`config.mk`:
```
export PLATFORM = sky130hd
export DESIGN_NAME = uart_frame_parser_flat
export DESIGN_NICKNAME = d
export VERILOG_FILES = /design/src/rtl/uart_frame_parser_if.sv /design/src/rtl/uart_frame_parser.sv /design/src/flat_wrapper.sv
export SDC_FILE = /design/constraint.sdc
export NUM_CORES = 1
export LEC_CHECK = 0
export CAP_MARGIN = 10
export CORE_MARGIN = 3
export CORE_UTILIZATION = 60
export DETAILED_ROUTE_END_ITERATION = 6
export PLACE_DENSITY = 0.89
export SYNTH_ARGS = -nofsm -noshare
export SYNTH_HDL_FRONTEND = slang
export SYNTH_SLANG_ARGS = --single-unit
```
`constraint.sdc`:
```
create_clock -name Clk -period 3.5 [get_ports Clk]
set_input_delay 0.7 -clock Clk [delete_from_list [all_inputs] [get_ports Clk]]
set_output_delay 0.7 -clock Clk [all_outputs]
set_load 0.005 [all_outputs]
```
`src/rtl/uart_frame_parser_if.sv`:
```
// Byte-in / register-write-out bundle between the UART receiver, the frame
// parser and the local register space.
interface uart_frame_parser_if;
  logic [7:0] Rx_Data;
  logic       Rx_Done;
  logic       Wr_En;
  logic [7:0] Wr_Addr;
  logic [7:0] Wr_Data;
  logic       Frame_Ok;
  logic       Frame_Err;
  logic [1:0] Err_Code;
  logic       Busy;

  // master: byte source side (UART receiver / bench)
  modport master (
    output Rx_Data, Rx_Done,
    input  Wr_En, Wr_Addr, Wr_Data, Frame_Ok, Frame_Err, Err_Code, Busy
  );

  // slave: the frame parser
  modport slave (
    input  Rx_Data, Rx_Done,
    output Wr_En, Wr_Addr, Wr_Data, Frame_Ok, Frame_Err, Err_Code, Busy
  );
endinterface

```
`src/rtl/uart_frame_parser.sv`:
```
// Frame parser behind the UART receiver: SOF ADDR LEN payload CHK.
// Payload is held until the checksum verifies, then replayed as a burst of
// register writes at ADDR, ADDR+1, ... (8-bit wrap). Bad frames are dropped
// with a one-cycle error pulse and a sticky error code.
module uart_frame_parser #(
  parameter logic [7:0] SOF            = 8'h55,
  parameter int         MAX_LEN        = 8,
  parameter int         TIMEOUT_CYCLES = 100000
) (
  input  logic              Clk,
  input  logic              Reset,
  uart_frame_parser_if.slave bus
);
  localparam int CW = $clog2(MAX_LEN + 1);                 // index / length width
  localparam int AW = (MAX_LEN > 1) ? $clog2(MAX_LEN) : 1;  // buffer address width
  localparam int TW = $clog2(TIMEOUT_CYCLES + 1);           // timeout counter width

  localparam logic [TW-1:0] TMO_LAST = TW'(TIMEOUT_CYCLES - 1);
  localparam logic [TW-1:0] TMO_ONE  = TW'(1);
  localparam logic [CW-1:0] CNT_ONE  = CW'(1);
  localparam logic [7:0]    LEN_MAX  = 8'(MAX_LEN);

  localparam logic [2:0] S_IDLE    = 3'd0;
  localparam logic [2:0] S_ADDR    = 3'd1;
  localparam logic [2:0] S_LEN     = 3'd2;
  localparam logic [2:0] S_PAYLOAD = 3'd3;
  localparam logic [2:0] S_CHK     = 3'd4;
  localparam logic [2:0] S_DRAIN   = 3'd5;

  localparam logic [1:0] E_LEN = 2'd1;
  localparam logic [1:0] E_TMO = 2'd2;
  localparam logic [1:0] E_CHK = 2'd3;

  logic [2:0]    state_q, state_d;
  logic [7:0]    addr_q, addr_d;
  logic [CW-1:0] len_q, len_d;
  logic [7:0]    sum_q, sum_d;
  logic [CW-1:0] idx_q, idx_d;
  logic [TW-1:0] tmo_q, tmo_d;
  logic          wr_en_q, wr_en_d;
  logic [7:0]    wr_addr_q, wr_addr_d;
  logic [7:0]    wr_data_q, wr_data_d;
  logic          ok_q, ok_d;
  logic          err_q, err_d;
  logic [1:0]    code_q, code_d;
  logic          busy_q, busy_d;
  logic          buf_we;

  logic [7:0] pbuf_q [0:(1<<AW)-1];

  // Next-state logic: byte consumption, timeout and write-burst sequencing
  always_comb begin
    state_d   = state_q;
    addr_d    = addr_q;
    len_d     = len_q;
    sum_d     = sum_q;
    idx_d     = idx_q;
    tmo_d     = tmo_q;
    wr_en_d   = 1'b0;
    wr_addr_d = wr_addr_q;
    wr_data_d = wr_data_q;
    ok_d      = 1'b0;
    err_d     = 1'b0;
    code_d    = code_q;
    busy_d    = (state_q != S_IDLE);  // lags state by one cycle on both edges
    buf_we    = 1'b0;

    case (state_q)
      S_IDLE: begin
        tmo_d = '0;
        if (bus.Rx_Done && bus.Rx_Data == SOF) state_d = S_ADDR;
      end

      S_ADDR, S_LEN, S_PAYLOAD, S_CHK: begin
        // A byte arriving on the terminal-count edge takes priority.
        if (bus.Rx_Done) begin
          tmo_d = '0;
          case (state_q)
            S_ADDR: begin
              addr_d  = bus.Rx_Data;
              sum_d   = bus.Rx_Data;
              state_d = S_LEN;
            end
            S_LEN: begin
              if (bus.Rx_Data == 8'd0 || bus.Rx_Data > LEN_MAX) begin
                err_d   = 1'b1;
                code_d  = E_LEN;
                state_d = S_IDLE;
              end else begin
                len_d   = bus.Rx_Data[CW-1:0];
                sum_d   = sum_q + bus.Rx_Data;
                idx_d   = '0;
                state_d = S_PAYLOAD;
              end
            end
            S_PAYLOAD: begin
              buf_we = 1'b1;
              sum_d  = sum_q + bus.Rx_Data;
              if (idx_q == len_q - CNT_ONE) begin
                idx_d   = '0;
                state_d = S_CHK;
              end else begin
                idx_d = idx_q + CNT_ONE;
              end
            end
            default: begin  // S_CHK
              if (bus.Rx_Data == sum_q) begin
                idx_d   = '0;
                state_d = S_DRAIN;
              end else begin
                err_d   = 1'b1;
                code_d  = E_CHK;
                state_d = S_IDLE;
              end
            end
          endcase
        end else if (tmo_q == TMO_LAST) begin
          err_d   = 1'b1;
          code_d  = E_TMO;
          tmo_d   = '0;
          state_d = S_IDLE;
        end else begin
          tmo_d = tmo_q + TMO_ONE;
        end
      end

      S_DRAIN: begin
        // Incoming bytes are ignored here; one write per cycle.
        wr_en_d   = 1'b1;
        wr_addr_d = addr_q + 8'(idx_q);
        wr_data_d = pbuf_q[idx_q[AW-1:0]];
        if (idx_q == len_q - CNT_ONE) begin
          ok_d    = 1'b1;
          idx_d   = '0;
          state_d = S_IDLE;
        end else begin
          idx_d = idx_q + CNT_ONE;
        end
      end

      default: state_d = S_IDLE;
    endcase
  end

  // Control and output registers with synchronous reset
  always_ff @(posedge Clk) begin
    if (Reset) begin
      state_q   <= S_IDLE;
      addr_q    <= '0;
      len_q     <= '0;
      sum_q     <= '0;
      idx_q     <= '0;
      tmo_q     <= '0;
      wr_en_q   <= 1'b0;
      wr_addr_q <= '0;
      wr_data_q <= '0;
      ok_q      <= 1'b0;
      err_q     <= 1'b0;
      code_q    <= '0;
      busy_q    <= 1'b0;
    end else begin
      state_q   <= state_d;
      addr_q    <= addr_d;
      len_q     <= len_d;
      sum_q     <= sum_d;
      idx_q     <= idx_d;
      tmo_q     <= tmo_d;
      wr_en_q   <= wr_en_d;
      wr_addr_q <= wr_addr_d;
      wr_data_q <= wr_data_d;
      ok_q      <= ok_d;
      err_q     <= err_d;
      code_q    <= code_d;
      busy_q    <= busy_d;
    end
  end

  // Payload storage; contents are only read back after a verified checksum
  always_ff @(posedge Clk) begin
    if (buf_we) pbuf_q[idx_q[AW-1:0]] <= bus.Rx_Data;
  end

  assign bus.Wr_En     = wr_en_q;
  assign bus.Wr_Addr   = wr_addr_q;
  assign bus.Wr_Data   = wr_data_q;
  assign bus.Frame_Ok  = ok_q;
  assign bus.Frame_Err = err_q;
  assign bus.Err_Code  = code_q;
  assign bus.Busy      = busy_q;
endmodule
```
`src/flat_wrapper.sv`:
```
// flat-port wrapper written by rule: the top's interface ports become plain ports
module uart_frame_parser_flat 
#(
  parameter logic [7:0] SOF            = 8'h55,
  parameter int         MAX_LEN        = 8,
  parameter int         TIMEOUT_CYCLES = 100000
)
  (Clk, Reset, bus_Rx_Data, bus_Rx_Done, bus_Wr_En, bus_Wr_Addr, bus_Wr_Data, bus_Frame_Ok, bus_Frame_Err, bus_Err_Code, bus_Busy);
  uart_frame_parser_if bus_i ();
  input  logic Clk;
  input  logic Reset;
  input wire logic [$bits(bus_i.Rx_Data)-1:0] bus_Rx_Data;
  input wire logic [$bits(bus_i.Rx_Done)-1:0] bus_Rx_Done;
  output wire logic [$bits(bus_i.Wr_En)-1:0] bus_Wr_En;
  output wire logic [$bits(bus_i.Wr_Addr)-1:0] bus_Wr_Addr;
  output wire logic [$bits(bus_i.Wr_Data)-1:0] bus_Wr_Data;
  output wire logic [$bits(bus_i.Frame_Ok)-1:0] bus_Frame_Ok;
  output wire logic [$bits(bus_i.Frame_Err)-1:0] bus_Frame_Err;
  output wire logic [$bits(bus_i.Err_Code)-1:0] bus_Err_Code;
  output wire logic [$bits(bus_i.Busy)-1:0] bus_Busy;
  assign bus_i.Rx_Data = bus_Rx_Data;
  assign bus_i.Rx_Done = bus_Rx_Done;
  assign bus_Wr_En = bus_i.Wr_En;
  assign bus_Wr_Addr = bus_i.Wr_Addr;
  assign bus_Wr_Data = bus_i.Wr_Data;
  assign bus_Frame_Ok = bus_i.Frame_Ok;
  assign bus_Frame_Err = bus_i.Frame_Err;
  assign bus_Err_Code = bus_i.Err_Code;
  assign bus_Busy = bus_i.Busy;
  uart_frame_parser #(.SOF(SOF), .MAX_LEN(MAX_LEN), .TIMEOUT_CYCLES(TIMEOUT_CYCLES)) u_core (.Clk(Clk), .Reset(Reset), .bus(bus_i));
endmodule
```
==> metrics <==
Vias per Instance 6.134; Clk Latency, worst-skew pair 0.52 ns; crit path launch type input pin; drt first pass iters 5; number of port buffers 32; Largest stage delay, worst path 0.67 ns; maximum vdd ir drop 0.3077 mV; clock buffers created by TritonCTS 17; PD cells 525.6 mW/mm^2; height of the die 106.0 microns; fill count 570; count of distinct cell types in the synthesized netlist 67; count of flip-flops with a built-in enable after synthesis 64; max-slew violation total from the final report 0; footprint of the multi-input gates 0.002562 sq mm; arrival time reported for the critical path endpoint 3.03 ns; status finished clean; number of H-tree levels 4; average cell area after synthesis 10.93 sq um; buffer and inverter count on the worst path 2; shortest clock period the worst path allows after layout 2.643 ns; data required time at the worst endpoint 3.89 ns; cell count after synthesis 549; wire length of the first global-routing pass 22830 microns; Placed Instances 707; number of placement rows 35; global-route usage over all layers 0.2616; CTS hold repair buffers 0; cell chain of the critical path clkdlybuf4s50_1 -> ha_1 -> inv_1 -> fa_1 -> nor2b_1 -> o21a_1 -> o21a_1 -> nor4_1 -> nor3_1 -> a211oi_2; sequential cell area 0.003243 sq mm; Final TNS setup 0 ns; library cell occupying the most area in the post-synthesis netlist sky130_fd_sc_hd__edfxtp_1; violation count after the first detailed-route iteration 452; largest cells by area after synthesis sky130_fd_sc_hd__edfxtp_1 (32%), sky130_fd_sc_hd__dfxtp_1 (22%), sky130_fd_sc_hd__nor2_1 (4.5%); cell repeated most along the worst path sky130_fd_sc_hd__o21a_1; maximum number of pins on one net before global-route repair 47; master of the slowest instance on the critical path sky130_fd_sc_hd__clkdlybuf4s50_1; final number of hold-violating endpoints 0; classification of the worst setup path input pin to register; Seq cells post-synth 130; top-level I/O count 33; hold crit path type register to register; number of gates given a new drive strength after cts 0; yosys synthesis warning count 0; antenna violations before repair 0; starting density of the core 0.6344; Total Wirelength 13940 microns; post-DR wirelength/cell 18.87 microns; Synth top area share 0.3203; layout overhead on the synthesized area 18.56%; leakage power figure 2.418 nW; number of nets in the finished design 624; detailed-route DRC error count 0; ys async rst share 0; Clock Skew 0.006883 ns; Placer Congestion 0.8595; area of the die 0.01124 sq mm; cell types with the highest counts after synthesis sky130_fd_sc_hd__nor2_1 (72), sky130_fd_sc_hd__dfxtp_1 (66), sky130_fd_sc_hd__edfxtp_1 (64); synthesized netlist net count 576; leading cell type by number of instances after synthesis sky130_fd_sc_hd__nor2_1; core outline area 0.009459 sq mm; highest net fanout along the worst path 6; prevailing post-synth register cell sky130_fd_sc_hd__dfxtp_1; number of nets with antenna violations after detailed routing 0; Slew Limit Headroom 0.5009; unrepaired setup endpoints after global routing false; total clock sinks 130; number of setup buffers added after CTS 0; Chip Width 106.0 microns; half-perimeter wire length after detailed placement 9160 microns; nature of the critical path endpoint register; final period utilization 0.7551; buffer cell driving the clock tree root sky130_fd_sc_hd__clkbuf_8; vias in the first global route 4524; MaxCap Viol Count 0; buffers from clock root to sink, at most 2; routed via count 4533; number of cells in the finished layout apart from fillers 739; count of inserted antenna diode cells 0; part of the Yosys area used for sequential elements 0.5405; maximum clock frequency 0.3784 GHz; total global routing overflow 0; clock-pin slew on the worst setup and hold paths 0.06 ns; worst-margin pin slew 0.7389 ns; layout cell share with drive strength beyond 1 0.1410; kind of cell with the highest combined delay on the critical path buffers and inverters; final number of setup-violating endpoints 0; TritonCTS clock tree yes; Syn Std Cell Area 0.006001 sq mm
placed cells by master (no fill, tap or decap), drive strengths merged, types with 8 or more instances in the layout:
master / n
nor2: 72
a21oi: 24
xnor2: 16
a311oi: 8
nor3: 20
mux2i: 13
dfxtp: 66
a211oi: 11
ha: 14
inv: 20
buf: 27
edfxtp: 64
clkdlybuf4s50: 32
clkbuf: 20
xor2: 11
nand2: 58
o21ai: 15
mux4: 10
layer usage:
| metal | vias to the layer above | GRT usage | wire (microns) |
|---|---|---|---|
| li1 | 2097 | - | - |
| met1 | 2154 | 0.3368 | 5569 |
| met2 | 242 | 0.4240 | 6781 |
| met3 | 40 | 0.05404 | 1115 |
| met4 | 0 | 0.1267 | 478 |
| met5 | - | 0 | 0 |
kinds of logic (layout without fill, tap and decap cells):
logic type                 count (synthesis)  after routing  synth area share
AOI/OAI and AO/OA                         93             93            0.1116
buffers and inverters                     48            109           0.03253
DFF                                      130            130            0.5405
muxes                                     29             29           0.07047
xor gates and xnor gates                  28             28           0.04316
adders and majority gates                 16             16           0.03586
and+or+nand+nor                          205            205            0.1660
worst min-delay path: stages, from the launching register on:
cell	delay, ns
sky130_fd_sc_hd__dfxtp_1	0.31
sky130_fd_sc_hd__nand2_1	0.05
sky130_fd_sc_hd__a21oi_1	0.05
through the flow:
stage	cell area, sq um	setup WS, ns	hold WS (ns)	total power [mW]	util
final	7114	0.8570	0.4501	3.740	0.7521
after global routing	7114	0.7163	0.4806	3.861	0.7521
after CTS	7114	0.9369	0.4568	3.744	0.7521
after detailed placement	6558	0.3989	0.4503	2.073	0.6933
after global placement	6558	0.5522	0.4408	2.057	0.6933
after floorplan	6001	0.9831	0.4400	1.956	-
cell type report:
cell class	count	share of cell area
Clock buffer	20	0.05980
Clock inverter	12	0.01847
Inverter	18	0.009497
Multi-Input combinational cell	371	0.3602
Sequential cell	130	0.4559
Tap cell	129	0.02269
Timing Repair Buffer	59	0.07351
worst paths after layout:
path	startpoint	endpoint	slack, ns	cells after the start
hold reg to reg	u_core.bus.Wr_Addr[2]	u_core.bus.Wr_Addr[2]	0.45	2
setup reg to reg	u_core.idx_q[0]	u_core.bus.Wr_Addr[6]	1.07	9
setup / recovery	bus_Rx_Data[0]	u_core.sum_q[6]	0.86	10
hold / removal	u_core.bus.Wr_Addr[2]	u_core.bus.Wr_Addr[2]	0.45	2
report_power, final:
group	leakage, nW	internal (mW)	switching, mW	total (mW)
Combinational	1.05	0.153	0.224	0.377
Clock	0.263	1.01	0.665	1.68
Sequential	1.11	1.63	0.0500	1.68
sequential cells by signal, summed over array words and instances, names as in the netlist:
| name | count |
|---|---|
| u_core.bus.Err_Code | 2 |
| u_core.addr_q | 8 |
| u_core.bus.Frame_Ok | 1 |
| u_core.state_q | 3 |
| u_core.idx_q | 4 |
| u_core.bus.Frame_Err | 1 |
| u_core.sum_q | 8 |
| u_core.pbuf_q | 64 |
| u_core.bus.Wr_En | 1 |
| u_core.len_q | 4 |
| u_core.tmo_q | 17 |
| u_core.bus.Busy | 1 |
| u_core.bus.Wr_Addr | 8 |
| u_core.bus.Wr_Data | 8 |
(Power assumes the default switching activity.)
